**config.mk**
```make
export PLATFORM = sky130hd
export DESIGN_NAME = dcache_port_arbiter
export DESIGN_NICKNAME = d
export VERILOG_FILES = /design/src/rtl/dcache_port_arbiter.sv
export SDC_FILE = /design/constraint.sdc
export NUM_CORES = 1
export LEC_CHECK = 0
export BUFFER_PORTS_ARGS = -buffer_cell sky130_fd_sc_hd__buf_2
export CAP_MARGIN = 10
export CORE_AREA = 2 2 94 96
export DETAILED_ROUTE_END_ITERATION = 6
export DIE_AREA = 0 0 96 98
export GPL_ROUTABILITY_DRIVEN = 0
export PLACE_DENSITY_LB_ADDON = 0.15
export SYNTH_ARGS = -nofsm -noshare
export SYNTH_HDL_FRONTEND = slang
export SYNTH_SLANG_ARGS = --single-unit
```
**constraint.sdc**
```tcl
create_clock -name clk -period 4 [get_ports clk]
set_clock_uncertainty 0.2 [all_clocks]
set_input_delay 0.4 -clock clk [delete_from_list [all_inputs] [get_ports clk]]
set_output_delay 0.4 -clock clk [all_outputs]
set_load 0.02 [all_outputs]
```
**src/rtl/dcache_port_arbiter.sv**
```systemverilog
// Shares the single dcache port between the CPU data path and the GP fetch engine.
// Optional GP starvation guard enabled by defining DCARB_STARVE_GUARD_EN.
module dcache_port_arbiter #(
  parameter int AW          = 32,
  parameter int DW          = 32,
  parameter int LOCK_MAX    = 16,
  parameter int GP_MAX_WAIT = 8
) (
  input  logic          clk,
  input  logic          rst,
  input  logic          cpu_req,
  input  logic [AW-1:0] cpu_addr,
  input  logic [3:0]    cpu_we,
  input  logic [DW-1:0] cpu_din,
  output logic          cpu_ack,
  output logic          cpu_rvalid,
  output logic          cpu_stall,
  input  logic          gp_req,
  input  logic          gp_lock,
  input  logic [AW-1:0] gp_addr,
  output logic          gp_ack,
  output logic          gp_rvalid,
  output logic [DW-1:0] rdata,
  output logic [AW-1:0] dcache_addr,
  output logic [3:0]    dcache_we,
  output logic          dcache_re,
  output logic [DW-1:0] dcache_din,
  input  logic [DW-1:0] dcache_dout,
  input  logic          dcache_stall,
  output logic          dbg_state
);

  // Handshake: a request is accepted in the cycle its ack is high; requesters hold
  // their fields until then. rvalid marks rdata for exactly one un-stalled cycle.

  typedef enum logic {ARB = 1'b0, GP_BURST = 1'b1} state_t;

  localparam int CW = $clog2(LOCK_MAX + 1);

  state_t        state;
  logic [CW-1:0] burst_cnt;
  logic          rd_pend;
  logic          rd_owner;
  logic          gp_first;
  logic          cpu_win;
  logic          gp_win;
  logic          rd_accept;

`ifdef DCARB_STARVE_GUARD_EN
  localparam int WW = $clog2(GP_MAX_WAIT + 1);

  logic [WW-1:0] wait_cnt;

  always_ff @(posedge clk or negedge rst) begin
    if (!rst) begin
      wait_cnt <= '0;
    end else if (gp_win) begin
      wait_cnt <= '0;
    end else if (gp_req && (wait_cnt != WW'(GP_MAX_WAIT))) begin
      wait_cnt <= wait_cnt + WW'(1);
    end
  end

  assign gp_first = gp_req && (wait_cnt == WW'(GP_MAX_WAIT));
`else
  // Without the guard the CPU always beats the GP in ARB.
  assign gp_first = (GP_MAX_WAIT < 0);
`endif

  always_comb begin
    cpu_win = 1'b0;
    gp_win  = 1'b0;
    if (rst && !dcache_stall) begin
      if (state == GP_BURST) begin
        gp_win = gp_req;
      end else if (cpu_req && !gp_first) begin
        cpu_win = 1'b1;
      end else begin
        gp_win = gp_req;
      end
    end
  end

  always_comb begin
    dcache_addr = '0;
    dcache_we   = 4'b0000;
    dcache_re   = 1'b0;
    dcache_din  = '0;
    if (cpu_win) begin
      dcache_addr = cpu_addr;
      dcache_we   = cpu_we;
      dcache_re   = (cpu_we == 4'b0000);
      dcache_din  = cpu_din;
    end else if (gp_win) begin
      dcache_addr = gp_addr;
      dcache_re   = 1'b1;
    end
  end

  assign rd_accept  = (cpu_win && (cpu_we == 4'b0000)) || gp_win;
  assign cpu_ack    = cpu_win;
  assign gp_ack     = gp_win;
  assign cpu_stall  = rst && cpu_req && !cpu_win;
  assign cpu_rvalid = rst && rd_pend && !rd_owner && !dcache_stall;
  assign gp_rvalid  = rst && rd_pend && rd_owner && !dcache_stall;
  assign rdata      = rst ? dcache_dout : '0;
  assign dbg_state  = (state == GP_BURST);

  // A stalled cache freezes everything: pending return, burst progress and state.
  always_ff @(posedge clk or negedge rst) begin
    if (!rst) begin
      state     <= ARB;
      burst_cnt <= '0;
      rd_pend   <= 1'b0;
      rd_owner  <= 1'b0;
    end else if (!dcache_stall) begin
      rd_pend  <= rd_accept;
      rd_owner <= gp_win;
      case (state)
        ARB: begin
          if (gp_win && gp_lock) begin
            state     <= GP_BURST;
            burst_cnt <= CW'(1);
          end
        end
        GP_BURST: begin
          if (!gp_req) begin
            state     <= ARB;
            burst_cnt <= '0;
          end else if (!gp_lock || (burst_cnt == CW'(LOCK_MAX - 1))) begin
            state     <= ARB;
            burst_cnt <= '0;
          end else begin
            burst_cnt <= burst_cnt + CW'(1);
          end
        end
        default: begin
          state     <= ARB;
          burst_cnt <= '0;
        end
      endcase
    end
  end

endmodule

```
### Yosys cells after proc, flatten, opt, wreduce, memory -nomap -nowiden

Cells that the tools add are included.

* bits in registers: 8
* input bits: 138
* output and inout port bits: 107

* $add $sub $neg: 1
* equality and inequality tests: 2
* multiplexer cells: 21
* bitwise operators: 2
* reductions and logical operators: 18

Operators by type and width (number)
* two-way mux 32 bit: 4
* two-way mux 5 bit: 3
* two-way mux 1 bit: 11
* logical AND 1 bit: 10
* one-hot mux 5 bit (2 select lines): 1
* adder 5 x 1 -> 5 bit (second input constant): 1
* equality test 5 x 4 -> 1 bit (second input constant): 1
* logical NOT 1 bit: 4
* logical NOT 4 bit: 1
* two-way mux 4 bit: 1
* logical OR 1 bit: 2
* inequality test 2 bit (second input constant): 1
* inverter 1 bit: 2
* one-hot mux 1 bit (2 select lines): 1
* AND reduction 2 bit: 1

### Longest topological paths before layout

Gate-level depths: netlist of the first run.

* depth after elaboration: 6
* mapped depth: 6
* gate-level depth less buffers: 6

### Worst setup path before layout of the first run

OpenSTA, ideal clock, no wires.

* path type: register to output
* from: reg state (netlist: dbg_state)
* to: out dcache_din[24]
* arrival: 1501 ps
* required time: 3400 ps
* path slack: 1899 ps
* cell stages (with the launch flop): 5
* path through: dfrtp_1 nand2b_4 nor3b_4 buf_2 and2_1

* longest elaborated chain between the ends: 3

Ends and longest elaborated chain
* from (decl): RTL line 40 `state_t state;`
* from (signal assigned): RTL line 112 `state <= ARB;`
* from (signal assigned): RTL line 122 `state <= GP_BURST;`
* from (signal assigned): RTL line 128 `state <= ARB;`
* two-way mux 1 bit: RTL line 74 `if (state == GP_BURST) begin`
* two-way mux 1 bit: RTL line 73 `if (rst && !dcache_stall) begin`
* net cpu_ack: RTL line 15 `output logic cpu_ack,`
* two-way mux 32 bit: RTL line 89 `if (cpu_win) begin`
* to (decl): RTL line 27 `output logic [DW-1:0] dcache_din,`

The timed path passes the listed nets, and every way through them passes these cells.

### Worst setup path in the final report of the first run

* from: in rst
* to: out dcache_addr[16]

* longest elaborated chain between the ends: 4
* elaborated cells between the ends (all ways): 5
* classes of those cells: mux (4); reduce/logical (1)

Ends and longest elaborated chain
* from (decl): RTL line 10 `input logic rst,`
* logical AND 1 bit (*): RTL line 73
* two-way mux 1 bit: RTL line 73
* two-way mux 32 bit: RTL line 94 `end else if (gp_win) begin`
* two-way mux 32 bit (*): RTL line 89
* to (decl): RTL line 24 `output logic [AW-1:0] dcache_addr,`

Mark *: on every way between the ends. The rest lies on a longest branch, timed or not.

==> results of run 1 <==
## cells in the final DEF, fill, tap and decap left out, types with 2 or more instances in the layout
cell	count
nor2_1	4
dfrtp_1	8
a21o_1	3
a22o_1	34
buf_4	2
inv_1	3
nand2_1	4
and3_1	4
o21ai_0	3
nor2b_1	2
clkbuf_8	3
ha_1	2
buf_2	244
and2_1	68
## layout make-up
cell class | instances | share of cell area
well taps | 108 | 0.0517
flip-flops and latches | 8 | 0.0766
inverters | 3 | 0.00431
multi-input cells | 138 | 0.375
repair buffers | 247 | 0.477
clock buffers | 3 | 0.0158
## cell families after synthesis
kind of cell / share of synthesized area
AO/OA/AOI/OAI: 0.302
adder cells (fa/ha/maj): 0.0197
buffers and inverters: 0.0709
flip-flops: 0.157
AND/OR/NAND/NOR: 0.450
## through the flow
stage	power, µW	instances
after global routing	467	507
after CTS	441	507
final	435	507
after detailed placement	339	503
after floorplan	224	164
after global placement	338	503
## worst paths after layout
kind,start,to,slack (ns)
worst max-delay path,rst,dcache_addr[16],0.77
worst min-delay path,burst_cnt[4],burst_cnt[4],0.27
worst max register to register,burst_cnt[0],burst_cnt[2],2.02
worst min register to register,burst_cnt[4],burst_cnt[4],0.27
max in group asynchronous,rst,burst_cnt[4],2.73
min in group asynchronous,rst,burst_cnt[3],0.50
## layer usage
metal,up-vias,track usage
li1,1049,-
met1,899,0.115
met2,135,0.216
met3,4,0.0193
met4,0,0.0198
met5,-,0
## critical path, cell delays in order
cell	delay, ns
dlygate4sd3_1	0.52
buf_2	0.47
nor3b_4	0.27
buf_4	0.51
a22o_1	0.25
buf_2	0.16
## registers in the layout, indices dropped and copies added, names as in the netlist
register   count
burst_cnt      5
dbg_state      1
rd_owner       1
rd_pend        1
## report_power, final
part | internal [µW] | switching [µW]
logic | 113 | 125
registers | 89.5 | 8.80
clock network | 65.3 | 33.1
total | 268 | 167
## what timing repair did
action                                 4_1_cts  5_1_grt
setup endpoints to repair                    0        0
hold buffers                                 1        0
endpoints found under the hold margin        8        0
buffers inserted                             0        0
==> summary.md, run 1 <==
| Metric | Value |
|---|---|
| Slew Limit Headroom | `0.595` |
| Cell taking the most area after synthesis | `and2_1` |
| Setup WS post-layout | `~0.77 ns` |
| Pleak | `0.00168 µW` |
| All-Layer GR Usage | `0.108` |
| Register-to-Register Path Depth | `6` |
| Vias per inst | `4.12` |
| Total negative slack | `0 ns` |
| Synth Instances | `164` |
| Clock latency on the worst-skew pair | `0.23 ns` |
| Sequential-to-total area share from yosys stat | `0.157` |
| Number of global-route vias before repair | `~1800` |
| First DRT Iteration DRCs | `23` |
| P per Cell Area | `between 150 and 200 nW/µm²` |
| Flops & latches, synth | `8` |
| Final instance area | `2620 µm²` |
| Mapped cell area | `about 1300 µm²` |
| Met3 WL post-DR | `about 610 µm` |
| Actual slew at the worst max-slew pin | `0.608 ns` |
| Hold Crit Class | `reg -> reg` |
| Top routing layer in use | `met4` |
| Layout cells sized above 1 | `0.632` |
| Routed Antenna Nets | `0` |
| DR vias | `about 2100` |
| Row cnt | `34` |
| Hold_ws | `0.271 ns` |
| RSZ-0062 raised after global routing | `false` |
| DP Worst Slack | `1.26 ns` |
| FF+latch area | `200 µm²` |
| Drt pass-1 iters | `4` |
| Critical Path RT | `3.40 ns` |
| Fmax | `0.309 GHz` |
| Most frequent cells after synthesis | `and2_1 (68), a22o_1 (34), dfrtp_1 (8), buf_2 (5), clkbuf_1 (5)` |
| # setup viols final | `0` |
| Port Buffers | `244` |
| Yosys warns | `0` |
| Hpwl dp | `4840 µm` |
| Yosys cell types | `29` |
| WL met1 | `approximately 2200 µm` |
| CTS root buffer | `clkbuf_8` |
| Arrival time of the worst setup path | `2.63 ns` |
| H-tree levels | `1` |
| Fillers | `952` |
| Pin count of the biggest net entering global routing | `73` |
| Max Root-Sink Buffers | `2` |
| Top_reg_cell synth | `dfrtp_1` |
| Max FO, Critical Path | `72` |
| Critical Path Sink Type | `primary output` |
| # clock sinks | `8` |
| Synth top area cells | `and2_1 (33%), a22o_1 (23%), dfrtp_1 (16%)` |
| First-pass GRT wire length | `8250 µm` |
| Synthesis-to-layout area growth | `106%` |
| Die width | `96 µm` |
| Tcrit/Tclk final | `0.808` |
| Outcome | `completed` |
| Area of the multi-input gates | `981 µm²` |
| Post-synth EDFFs | `0` |
| Avg Cell Area, Syn | `7.75 µm²` |
| Total gr overflow | `0` |
| Fin nets | `between 500 and 600` |
| MaxCap Viol Count | `0` |
| Cts repair resizes | `0` |
| Detailed Route WL | `5850 µm` |
| Initial cell density of the core | `0.150` |
| Hold Path Depth | `1` |
| Final Hold Vio Count | `0` |
| CORE AREA | `8470 µm²` |
| Placed inst area | `2560 µm²` |
| Async S/R FF share, synth | `1.00` |
| Top Ports | `245` |
| Avg WL per Cell | `11.5 µm` |
| Die area | `about 9400 µm²` |
| Top cell type's share of synthesized area | `0.335` |
| CP Launch Type | `primary input` |
| Fin util | `0.309` |
| Chip height | `~100 µm` |
| Routed wl met2 | `3030 µm` |
| # diodes | `0` |
| CTS Buf Count | `3` |
| CTS tree | `yes` |
| Clock Pin Slew Worst Setup and Hold Paths | `approximately 0.04 ns` |
| Final max-slew violation count | `0` |
| Most frequent cell after synthesis | `and2_1` |
| Crit Path Category | `in -> out` |
| Antenna violations before repair | `0` |
| Peak VDD IR | `roughly 0.086 mV` |
| Mapped Nets | `~300` |
| DRC | `0` |
| Min Tclk post-route | `around 3.2 ns` |
Note: power is estimated with default switching activity, not from simulation.
==> run 2, diff against run 1 <==
--- a/config.mk
+++ b/config.mk
@@ -7,9 +7,9 @@
 export LEC_CHECK = 0
 export BUFFER_PORTS_ARGS = -buffer_cell sky130_fd_sc_hd__buf_2
 export CAP_MARGIN = 10
-export CORE_AREA = 2 2 94 96
+export CORE_AREA = 2 2 95 97
 export DETAILED_ROUTE_END_ITERATION = 6
-export DIE_AREA = 0 0 96 98
+export DIE_AREA = 0 0 97 99
 export GPL_ROUTABILITY_DRIVEN = 0
 export PLACE_DENSITY_LB_ADDON = 0.15
 export SYNTH_ARGS = -nofsm -noshare
==> constraint.sdc (replaced) <==
create_clock -name clk -period 3.3 [get_ports clk]
set_clock_uncertainty 0.2 [all_clocks]
set_input_delay 0.33 -clock clk [delete_from_list [all_inputs] [get_ports clk]]
set_output_delay 0.33 -clock clk [all_outputs]
set_load 0.02 [all_outputs]
==> run 2 against run 1 <==
Compared with the run above:
- sequential share of layout area barely moved
- clock-buffer cell count stayed put
- design area up 0.29%
- clock power grew 19%
- flip-flop and latch count is the same
- critical path type unchanged
- largest cell class unchanged
==> summary.md, run 2 (synthesized netlist as in run 1, its figures left out) <==
| Metric | Value |
|---|---|
| Outcome | `completed` |
| Pleak | `0.00169 µW (+0.29%)` |
| Final Hold Vio Count | `0 (unchanged)` |
| Top Ports | `245 (unchanged)` |
| Pin count of the biggest net entering global routing | `73 (unchanged)` |
| Bufs and invs on worst path | `4 (unchanged)` |
| Worst path top cell family by delay | `buffers and inverters` |
| Commonest non-fill, non-tap cell in the layout | `buf_2` |
| Fmax | `about 0.37 GHz` |
| Internal power | `325 µW (+21%)` |
| Hold_ws | `0.233 ns (-0.0378 ns)` |
| Largest Register | `burst_cnt` |
| Detailed Route WL | `6370 µm (+9.0%)` |
| Critical Path RT | `2.77 ns (-0.63 ns)` |
| Slew Limit Headroom | `0.578 (-0.0172)` |
| CP Launch Type | `primary input` |
| Total negative slack | `0 ns (unchanged)` |
| Psw | `202 µW (+21%)` |
| # diodes | `0 (unchanged)` |
| Min Tclk post-route | `roughly 2.7 ns` |
| Tcrit/Tclk final | `0.812` |
| Chip height | `99 µm (+1.0%)` |
| CP peak stage delay | `0.52 ns (about the same)` |
| Actual slew at the worst max-slew pin | `0.633 ns (+0.0259 ns)` |
| Clock latency on the worst-skew pair | `0.23 ns (about the same)` |
| Peak VDD IR | `0.0893 mV (+4.1%)` |
| Die area | `9600 µm² (+2.1%)` |
| Crit Path Category | `in -> out` |
| Max Root-Sink Buffers | `2 (unchanged)` |
| Clock network fraction of total power | `0.222 (-0.004)` |
| Die width | `97 µm (+1.0%)` |
| All-Layer GR Usage | `0.119 (+0.0102)` |
| CTS tree | `yes` |
| Layout cells sized above 1 | `0.633 (+0.000921)` |
| H-tree levels | `1 (unchanged)` |
| CTS Buf Count | `3 (unchanged)` |
| Vias per inst | `4.09 (-0.68%)` |
| Sequential share of power | `0.225 (about the same)` |
| Setup WS post-layout | `0.621 ns (-0.148 ns)` |
| P per Cell Area | `201 nW/µm² (+21%)` |
| Commonest cells after routing, fill and taps aside | `buf_2 (244), and2_1 (68), a22o_1 (34)` |
| Row cnt | `34 (unchanged)` |
| Fin util | `0.307 (-0.00220)` |
| CORE AREA | `8550 µm² (+1.0%)` |
| Critical Path Slowest Stage Cell | `dlygate4sd3_1` |
| Arrival time of the worst setup path | `2.15 ns (-0.48 ns)` |
| CTS root buffer | `clkbuf_8` |
| RSZ-0062 raised after global routing | `false` |
| First-pass GRT wire length | `9520 µm (+15%)` |
| Avg WL per Cell | `12.5 µm (+8.8%)` |
| Worst path cell trace | `dlygate4sd3_1 -> buf_2 -> nor3b_4 -> buf_4 -> a22o_1 -> buf_2` |
| Hpwl dp | `5270 µm (+8.9%)` |
| Routed Antenna Nets | `0 (unchanged)` |
| Critical Path Sink Type | `primary output` |
| DR vias | `2077 (-0.48%)` |
| Fin nets | `542 (+0.18%)` |
| Total gr overflow | `0 (unchanged)` |
| Clock Pin Slew Worst Setup and Hold Paths | `0.04 ns (about the same)` |
| Final max-slew violation count | `0 (unchanged)` |
| Synthesis-to-layout area growth | `106%` |
| Largest register FFs | `5 (unchanged)` |
| First DRT Iteration DRCs | `51 (+120%)` |
| Initial cell density of the core | `0.149 (-0.00149)` |
| MaxCap Viol Count | `0 (unchanged)` |
| DP Worst Slack | `1.02 ns (-0.234 ns)` |
| Antenna violations before repair | `0 (unchanged)` |
| Number of global-route vias before repair | `1873 (+3.2%)` |
| # setup viols final | `0 (unchanged)` |
| Switching share of power | `0.383 (-0.00174)` |
| Cell mode on critical path | `buf_2` |
| Drt pass-1 iters | `4 (unchanged)` |
| Max FO, Critical Path | `72 (unchanged)` |
| DRC | `0 (unchanged)` |
| Port Buffers | `244 (unchanged)` |
| Logic pwr share | `0.553 (+0.005)` |
| # clock sinks | `8 (unchanged)` |
| Hold Crit Class | `in -> reg` |
| Cts repair resizes | `0 (unchanged)` |
## run 2: power groups by stage
stage	Clock [µW]	Combinational [µW]	Sequential, µW
finish	117	291	119
global route	130	318	120
CTS	121	295	118
detailed placement	0	294	120
global placement	0	292	119
floorplan	0	153	118
## run 2: final cells by class
cell class / instances / area [µm²]
sequential: 8 / 200
timing repair buffer: 248 / 1250
inverter: 3 / 11.3
multi-input combinational: 138 / 981
clock buffer: 3 / 41.3
tap: 108 / 135
fill: 946 / 5930
## run 2: metal layers
layer / global-route usage / part of all wire
met3: 0.0213 / 0.083
met1: 0.135 / 0.38
met5: 0 / 0
met2: 0.228 / 0.53
met4: 0.0293 / 0.0088
## run 2: path summary, 6_finish.rpt
path / slack, ns / cells past startpoint / endpoint / from
max in group asynchronous: 2.17 / 3 / rd_owner / rst
worst max register to register: 1.26 / 6 / burst_cnt[2] / burst_cnt[0]
worst max-delay path: 0.62 / 6 / dcache_addr[2] / rst
min in group asynchronous: 0.49 / 3 / burst_cnt[0] / rst
worst min register to register: 0.27 / 1 / burst_cnt[4] / burst_cnt[4]
worst min-delay path: 0.23 / 3 / dbg_state / gp_lock
## run 2: worst register-to-register path, stage by stage, from the launching register on
cell and delay (ns):
dfrtp_1 0.40, ha_1 0.24, and3_1 0.19, ha_1 0.21
nand4b_1 0.30, o221ai_1 0.26, a22o_1 0.17
## run 2: stage by stage
stage	total power, µW	instances	instance area, µm²
2_1_floorplan	271	164	1270
3_3_place_gp	411	504	2570
3_5_place_dp	414	504	2570
4_1_cts	534	508	2620
5_1_grt	569	508	2620
6_report	526	508	2620
## run 2: repair_timing
| action | in CTS | in global routing |
|---|---|---|
| hold buffers | 1 | 0 |
| setup buffers | 0 | 0 |
| hold endpoints to repair | 8 | 0 |
